===== config.mk =====
export PLATFORM = sky130hd
export DESIGN_NAME = voting_machine_n
export DESIGN_NICKNAME = d
export VERILOG_FILES = /design/src/rtl/voting_machine_n.sv
export SDC_FILE = /design/constraint.sdc
export NUM_CORES = 1
export LEC_CHECK = 0
export CORE_ASPECT_RATIO = 1.1
export CORE_MARGIN = 10
export CORE_UTILIZATION = 63
export DETAILED_ROUTE_END_ITERATION = 8
export GPL_TIMING_DRIVEN = 0
export PLACE_DENSITY_LB_ADDON = 0.1
export SYNTH_ARGS = -nofsm -noshare
export SYNTH_HDL_FRONTEND = slang
export SYNTH_SLANG_ARGS = --single-unit

===== constraint.sdc =====
create_clock -name clock -period 7.11 [get_ports clock]
set_clock_uncertainty 0.15 [all_clocks]
set_input_delay 0.711 -clock clock [delete_from_list [all_inputs] [get_ports clock]]
set_output_delay 0.711 -clock clock [all_outputs]
set_load 0.02 [all_outputs]

===== src/rtl/voting_machine_n.sv =====
// Parametrised ballot unit: per-button hold qualifiers, an arm/vote/feedback FSM,
// saturating per-candidate counters and live winner/tie/total statistics.
module voting_machine_n #(
  parameter int NUM_CAND    = 4,
  parameter int CNT_W       = 8,
  parameter int HOLD_CYCLES = 50000000,
  parameter int FB_CYCLES   = 50000000,
  parameter int IDX_W       = (NUM_CAND > 2) ? $clog2(NUM_CAND) : 1
) (
  input  logic                   clock,
  input  logic                   reset,
  input  logic                   mode,
  input  logic [NUM_CAND-1:0]    buttons_n,
  input  logic                   ballot_arm,
  output logic [CNT_W-1:0]       led,
  output logic                   armed,
  output logic                   vote_accept,
  output logic                   vote_reject,
  output logic [IDX_W-1:0]       winner_idx,
  output logic                   tie,
  output logic [CNT_W+IDX_W-1:0] total_votes
);

  localparam int TMR_W = $clog2(HOLD_CYCLES + 1);
  localparam int FB_W  = $clog2(FB_CYCLES + 1);
  localparam int TOT_W = CNT_W + IDX_W;

  localparam logic [TMR_W-1:0] HOLD_T  = TMR_W'(HOLD_CYCLES);
  localparam logic [TMR_W-1:0] HOLD_M1 = TMR_W'(HOLD_CYCLES - 1);
  localparam logic [FB_W-1:0]  FB_T    = FB_W'(FB_CYCLES);
  localparam logic [FB_W-1:0]  FB_LAST = FB_W'(1);
  localparam logic [CNT_W-1:0] CNT_MAX = '1;

  typedef enum logic [1:0] {
    S_IDLE,
    S_ARMED,
    S_FEEDBACK
  } state_e;

  // ---------------------------------------------------------------- qualifier
  logic [TMR_W-1:0]    timer_q [NUM_CAND];
  logic [TMR_W-1:0]    timer_d [NUM_CAND];
  logic [NUM_CAND-1:0] qual_q, qual_d;

  // NOTE: every always_comb output gets a default first so no path leaves it
  // unassigned; a missing default infers a latch.
  always_comb begin
    for (int i = 0; i < NUM_CAND; i++) begin
      timer_d[i] = '0;
      qual_d[i]  = 1'b0;
      if (!buttons_n[i]) begin
        timer_d[i] = (timer_q[i] == HOLD_T) ? timer_q[i] : timer_q[i] + 1'b1;
        qual_d[i]  = (timer_q[i] == HOLD_M1);
      end
    end
  end

  // NOTE: state registers use non-blocking assignments only, so every flop
  // samples the pre-edge values regardless of statement order.
  always_ff @(posedge clock or posedge reset) begin
    if (reset) begin
      for (int i = 0; i < NUM_CAND; i++) timer_q[i] <= '0;
      qual_q <= '0;
    end else begin
      for (int i = 0; i < NUM_CAND; i++) timer_q[i] <= timer_d[i];
      qual_q <= qual_d;
    end
  end

  // ---------------------------------------------------------- ballot decode
  logic             qual_any, qual_multi;
  logic [IDX_W-1:0] sel_idx;

  assign qual_any   = |qual_q;
  assign qual_multi = |(qual_q & (qual_q - 1'b1));

  always_comb begin
    sel_idx = '0;
    for (int i = 0; i < NUM_CAND; i++) begin
      if (qual_q[i]) sel_idx = IDX_W'(i);
    end
  end

  // ---------------------------------------------------------- display value
  logic [CNT_W-1:0] cnt_q [NUM_CAND];
  logic [IDX_W-1:0] winner_q;
  logic [CNT_W-1:0] disp_val;

  // Walk from the top so the lowest pressed index has the final say.
  always_comb begin
    disp_val = cnt_q[winner_q];
    for (int i = NUM_CAND - 1; i >= 0; i--) begin
      if (!buttons_n[i]) disp_val = cnt_q[i];
    end
  end

  // -------------------------------------------------------------------- FSM
  state_e           state_q;
  logic [FB_W-1:0]  fb_q;
  logic             armed_q, accept_q, reject_q;
  logic [CNT_W-1:0] led_q;

  // NOTE: the vote counters are plain flops, not a RAM, so they take the
  // async reset like any other state.
  always_ff @(posedge clock or posedge reset) begin
    if (reset) begin
      state_q  <= S_IDLE;
      fb_q     <= '0;
      armed_q  <= 1'b0;
      accept_q <= 1'b0;
      reject_q <= 1'b0;
      led_q    <= '0;
      for (int i = 0; i < NUM_CAND; i++) cnt_q[i] <= '0;
    end else begin
      accept_q <= 1'b0;
      reject_q <= 1'b0;
      led_q    <= mode ? disp_val : '0;
      case (state_q)
        S_IDLE: begin
          if (!mode && ballot_arm) begin
            state_q <= S_ARMED;
            armed_q <= 1'b1;
          end
        end
        S_ARMED: begin
          if (mode) begin
            state_q <= S_IDLE;
            armed_q <= 1'b0;
          end else if (qual_any) begin
            if (qual_multi) begin
              reject_q <= 1'b1;
            end else begin
              accept_q <= 1'b1;
              if (cnt_q[sel_idx] != CNT_MAX) cnt_q[sel_idx] <= cnt_q[sel_idx] + 1'b1;
            end
            state_q <= S_FEEDBACK;
            armed_q <= 1'b0;
            fb_q    <= FB_T;
            led_q   <= '1;
          end
        end
        S_FEEDBACK: begin
          // The entry edge already lit the LEDs, so FB_CYCLES-1 more are needed.
          if (fb_q == FB_LAST) begin
            state_q <= S_IDLE;
          end else begin
            fb_q  <= fb_q - 1'b1;
            led_q <= '1;
          end
        end
        default: begin
          state_q <= S_IDLE;
          armed_q <= 1'b0;
        end
      endcase
    end
  end

  // ------------------------------------------------------------- statistics
  logic [CNT_W-1:0] max_v;
  logic             max_seen;
  logic [IDX_W-1:0] winner_d;
  logic             tie_d, tie_q;
  logic [TOT_W-1:0] total_d, total_q;

  always_comb begin
    max_v    = cnt_q[0];
    winner_d = '0;
    total_d  = '0;
    for (int i = 0; i < NUM_CAND; i++) begin
      total_d = total_d + TOT_W'(cnt_q[i]);
      if (cnt_q[i] > max_v) begin
        max_v    = cnt_q[i];
        winner_d = IDX_W'(i);
      end
    end
    max_seen = 1'b0;
    tie_d    = 1'b0;
    for (int i = 0; i < NUM_CAND; i++) begin
      if (cnt_q[i] == max_v) begin
        tie_d    = tie_d | max_seen;
        max_seen = 1'b1;
      end
    end
    if (max_v == '0) tie_d = 1'b0;
  end

  always_ff @(posedge clock or posedge reset) begin
    if (reset) begin
      winner_q <= '0;
      tie_q    <= 1'b0;
      total_q  <= '0;
    end else begin
      winner_q <= winner_d;
      tie_q    <= tie_d;
      total_q  <= total_d;
    end
  end

  assign led         = led_q;
  assign armed       = armed_q;
  assign vote_accept = accept_q;
  assign vote_reject = reject_q;
  assign winner_idx  = winner_q;
  assign tie         = tie_q;
  assign total_votes = total_q;

endmodule


Yosys cells after proc, flatten, opt, wreduce, memory -nomap -nowiden. Cells that the tools add are included.

Bits in registers: 192. Input bits: 8. Word-level logic and storage cells: 147.

$add $sub $neg: 10. $lt $le $gt $ge: 6. Eq/ne operators: 26. Muxes and demuxes: 67. Bitwise gates (word level): 8. Reduce and logical (&&, ||, !) cells: 12.

Operators with widths (number): 26-bit two-way mux (11); 26-bit equality test, second input constant (8); 8-bit two-way mux (16); 26-bit by 1-bit adder with 26-bit output, second input constant (4); 26-bit case mux with 2 select lines (1); 8-bit binary-select mux with 2-bit select (2); 32-bit bitwise mux (1); 8-bit equality test (4); 26-bit by 1-bit equality test with 1-bit output, second input constant (1); 26-bit by 1-bit subtractor with 26-bit output, second input constant (1); 8-bit > comparator (3); 1-bit two-way mux (24); 2-bit != test, second input constant (9); 8-bit demux with 2-bit select (1); 2-bit two-way mux (8); 8-bit case mux with 2 select lines (1); 10-bit by 8-bit adder with 10-bit output (1); 9-bit by 8-bit adder with 10-bit output (1); 8-bit by 8-bit adder with 9-bit output (1); 8-bit by 1-bit adder with 8-bit output, second input constant (1); 8-bit zero test (1); 8-bit != test, second input constant (1); 4-bit OR reduction (2); 3-bit greater-or-equal comparator, second input constant (2); 18 further kinds (24).

Logic depth before layout (Yosys ltp).
Depth after elaboration: 14. Depth in mapped cells: 35.

Worst setup path after synthesis. No wires, ideal clock.

Kind: register to register. From: register cnt_q[25] (netlist bit). To: register tie_q (netlist: tie). Library setup time: 0.120 ns. Arrival: 6.233 ns. Setup slack: 0.606 ns. Stages on the path, launching flop included: 32. Path buffers: 5. Cells stage by stage: dfrtp_1 -> clkbuf_1 -> inv_1 -> ha_1 -> nor2b_1 -> o211ai_2 -> a21oi_1 -> o21ai_2 -> mux2_2 -> inv_1 -> ha_1 -> a21oi_1 -> o21ai_0 -> a2111oi_0 -> and3_1 -> or2_1 -> clkbuf_1 -> nor2_4 -> buf_2 -> a21oi_1 -> ha_1 -> o21a_1 -> o21a_1 -> o21a_1 -> o21ai_0 -> clkbuf_1 -> clkbuf_1 -> nor3_1 -> o41ai_1 -> nor4_1 -> maj3_1 -> o211a_1.

Word-level cells in the longest chain between the ends: 14. Elaborated cells on any way between the ends: 20. Classes of those cells: order compare (3); eq/ne (4); mux (10); bitwise (2); reduce/logical (1).

Ends and longest elaborated chain: start, declared (RTL line 85) `logic [CNT_W-1:0] cnt_q [NUM_CAND];`; 8-bit > comparator (RTL line 172) `if (cnt_q[i] > max_v) begin`; 8-bit two-way mux (RTL line 172); 8-bit > comparator (RTL line 172); 8-bit two-way mux (RTL line 172); 8-bit > comparator (RTL line 172); 8-bit two-way mux (RTL line 172); 8-bit equality test (RTL line 180) `if (cnt_q[i] == max_v) begin`; 1-bit two-way mux (2 in a row) (RTL line 180); 1-bit OR (RTL line 181) `tie_d = tie_d | max_seen;`; 1-bit two-way mux (RTL line 180); 1-bit OR (RTL line 181); 1-bit two-way mux (RTL line 180); 1-bit two-way mux (*) (RTL line 185) `if (max_v == '0) tie_d = 1'b0;`; via tie_d (RTL line 163) `logic tie_d, tie_q;`; end signal, assigned (RTL line 195) `tie_q <= tie_d;`; end, declared (RTL line 163).

Mark *: on every way through the listed nets, which the timed path passes. The rest lies on a longest branch. A chain may end at the register's enable or synchronous reset.

Worst setup path after layout.
From: register cnt_q[23] (netlist bit). To: register tie_q (netlist: tie).

Same word-level chain as after synthesis.

==> results summary <==
The largest net degree at the start of global routing came out at 115. The total negative slack is 0 ns. The synthesized flop and latch total is 192. Along the worst hold path, the cell count comes to 1. The height of the die came out at 168 um.

The area of the multi-input gates is 7320 sq um. The cts-stage hold buffer count came out at 0. The antenna cell count is 0.

From left edge to right edge, the die measures 154 um. The required time of the critical path is 7.34 ns. The area added between synthesis and finish is 11.8%. The maximum net fanout on the critical path came out at 10.

The slowest library cell on the worst path is dfrtp_1. The share of layout cells above drive strength 1 came out at 9.55%. The worst-case hold slack came out at 0.366 ns. The transition time at the pin with the least slew margin is 0.921 ns.

The initial utilization of the core area, before any placement, comes to 63.6%. The number of routed nets with antenna violations came out at 0. The count of pins over their slew limit came out at 0.

The fill cell instance count of the final layout is 1522. The average footprint of a synthesized cell is 8.88 sq um. Headroom to the max-slew limit came out at 38.6%. The total global routing overflow came out at 0. The area of all sequential standard cells is 4810 sq um. The proportion of synthesized flip-flops having asynchronous set or reset is 100%. The total core area is 19700 sq um. The type of element capturing the critical path is a flip-flop. In this run the critical register-to-register path is captured at tie.

After the first detailed-routing iteration, the DRC count stood at 797. After synthesis, the cell types taking the most area are dfrtp_1 (38%), xor2_1 (5.8%), nor2_1 (5.7%). For the worst setup path, the data arrival time is 7.14 ns.

The share of the yosys chip area belonging to registers came out at 38.4%. The net count of the finished layout is 1534. The number of unique standard cell types used by synthesis is 72. The post-synthesis cell count came out at 1409. Leaving out fill and tap cells, the most frequent cell in the layout is nor2_1. The final number of hold-violating endpoints came out at 0. In this run, CTS created clock tree buffers numbering 17.

The mapped netlist covers 12500 sq um. The flow ran to the end, and the final reports show no timing, DRC or antenna violations. The top cell type by area accounts for 38.4% of the synthesized area. The post-DP HPWL is 23700 um. The number of global-route vias before repair is 10.5k.

The worst hold path endpoint is armed. The floorplan has 54 rows. For this run, the top clock speed supported by timing is 0.145 GHz. The register-to-register path setup slack came out at 0.20 ns. For the worst flop-to-flop path, the logic depth is 28.

The routed wire length came out at 34000 um. The reported leakage power is 6.17 nW. The overall die area is 25900 sq um. The power density relative to cell area is 190 nW/um^2. The maximum clock path buffer count is 2. The worst stage delay on the critical path is 0.67 ns. The via count normalized by instance count is 6.32. The clock-pin slew on the worst setup and hold paths came out at 0.08 ns. The first global-routing pass estimated 54500 um of wire. The initial antenna violation count is 1. The number of iterations in the first detailed-routing pass came out at 5. The clock period minus worst slack came out at 6.91 ns.

The tool flagged a number of max-cap violations equal to 0. The startpoint of the lowest-slack hold path is armed. The routability congestion estimate came out at 0.990. The critical path class is flip-flop to flip-flop. The worst-case vdd ir drop is 0.176 mV. The startpoint of the lowest-slack register-to-register path is cnt_q[23]. The global routing usage summed across all routing layers is 25.8%.

The least setup slack across all paths after layout is 0.204 ns. In the layout the commonest cells are nor2_1 (189), dfrtp_1 (186), nand2_1 (105), xor2_1 (83), a21oi_1 (66). The total number of vias is 10.9k.

The number of warnings printed during yosys synthesis came out at 0. For this run, design rule violations remaining after detail routing come to 0. The cell chosen for the clock root is clkbuf_16. The number of nets produced by synthesis came out at 1479.

Setup violations remaining at the end of the flow were counted as 0. The critical path startpoint category is a flip-flop. The number of I/O port buffers is 27.

The class of the worst hold path is flip-flop to flip-flop. The most used flip-flop cell after synthesis is dfrtp_1. After layout, the worst path uses 97.1% of the clock period. TritonCTS built the clock tree. The number of synthesized flops with an enable pin is 0.

In this run the count of I/O pins placed on the die edge is 32. The post-layout utilization of the core is 71.1%. In the final routed layout, each cell accounts on average for 19.7 um. The number of levels in the clock H-tree came out at 4. Clock latency on the worst-skew pair, taken at its later pin, is 0.44 ns. The minimum setup slack after placement is -1.25 ns.

CTS saw 192 sinks. The largest total area in the synthesized netlist belongs to dfrtp_1.
## sequential cells by signal, indices dropped and copies added (netlist names)
register and flops:
qual_q 4, led 8, winner_idx 2, vote_accept 1
vote_reject 1, total_votes 10, armed 1, fb_q 26
tie 1, timer_q 104, state_q 2, cnt_q 32
## metrics by stage
step | power, mW | instance area (sq um) | instances
after floorplan | 1.55 | 12500 | 1409
after detailed placement | 1.69 | 13100 | 1689
after global placement | 1.67 | 13100 | 1688
after global routing | 2.76 | 14000 | 1729
final | 2.66 | 14000 | 1729
after CTS | 2.67 | 13800 | 1721
## cells by family after synthesis
kind of cell | Yosys count | synth area share, %
DFF | 192 | 38.4
and+or+nand+nor | 619 | 25.0
AOI/OAI and AO/OA | 213 | 10.4
xor gates and xnor gates | 127 | 8.89
adders and majority gates | 63 | 7.24
buffers and inverters | 134 | 4.07
muxes | 61 | 6.00
## worst max-delay path by stage
stage / startpoint / endpoint / slack (ns) / depth (start not counted)
2_1_floorplan: cnt_q[25] / tie / 0.61 / 31
3_3_place_gp: reset / timer_q[5] / -1.38 / 2
3_5_place_dp: cnt_q[29] / tie / -1.25 / 30
4_1_cts: cnt_q[25] / tie / 0.004 / 32
5_1_grt: cnt_q[26] / tie / -0.04 / 29
6_report: cnt_q[23] / tie / 0.20 / 28
## worst max-delay path: cells and delay by family (launching register included)
| kind | cells | cell delay (ns) |
|---|---|---|
| AOI/OAI and AO/OA | 11 | 1.94 |
| adders and majority gates | 4 | 1.14 |
| buffers and inverters | 6 | 1.51 |
| DFF | 1 | 0.67 |
| muxes | 1 | 0.39 |
| and+or+nand+nor | 6 | 1.06 |
## repair_timing
item                                    in CTS  in global routing
endpoints found under the setup margin       3                  1
setup buffers                                5                  9
pin swaps                                    1                  5
resized for setup                           31                 29
## per-layer routing
metal | share of wire, % | GRT usage, % | wire length [um]
met1 | 41 | 32.9 | 13900
met2 | 47 | 41.9 | 16000
met3 | 7.1 | 4.18 | 2420
met4 | 4.9 | 12.7 | 1660
met5 | 0 | 0 | 0
## synthesized netlist by cell type (all sizes together) (15+ instances only)
cell / count
ha: 46
nor4: 27
inv: 55
and3: 27
fa: 16
nor2: 191
dfrtp: 192
o21ai: 73
nand2b: 15
xor2: 83
nand4: 39
xnor2: 44
mux2i: 24
clkbuf: 68
a21oi: 69
nor3: 49
or3: 42
nand2: 108
mux2: 29
nand3: 64
## area by class of cell
| cell class | count | share of cell area (%) |
|---|---|---|
| Multi-Input combinational cell | 1083 | 52.3 |
| Sequential cell | 192 | 34.4 |
| Clock buffer | 18 | 3.07 |
| Timing Repair Buffer | 42 | 2.88 |
| Tap cell | 252 | 2.25 |
| Buffer | 73 | 2.24 |
| Inverter | 55 | 1.53 |
| Clock inverter | 14 | 1.31 |
## power breakdown
part | internal, mW | switching, mW
clock network | 0.510 | 0.477
logic | 0.175 | 0.230
registers | 1.18 | 0.0809
Note: power is estimated with default switching activity, not from simulation.
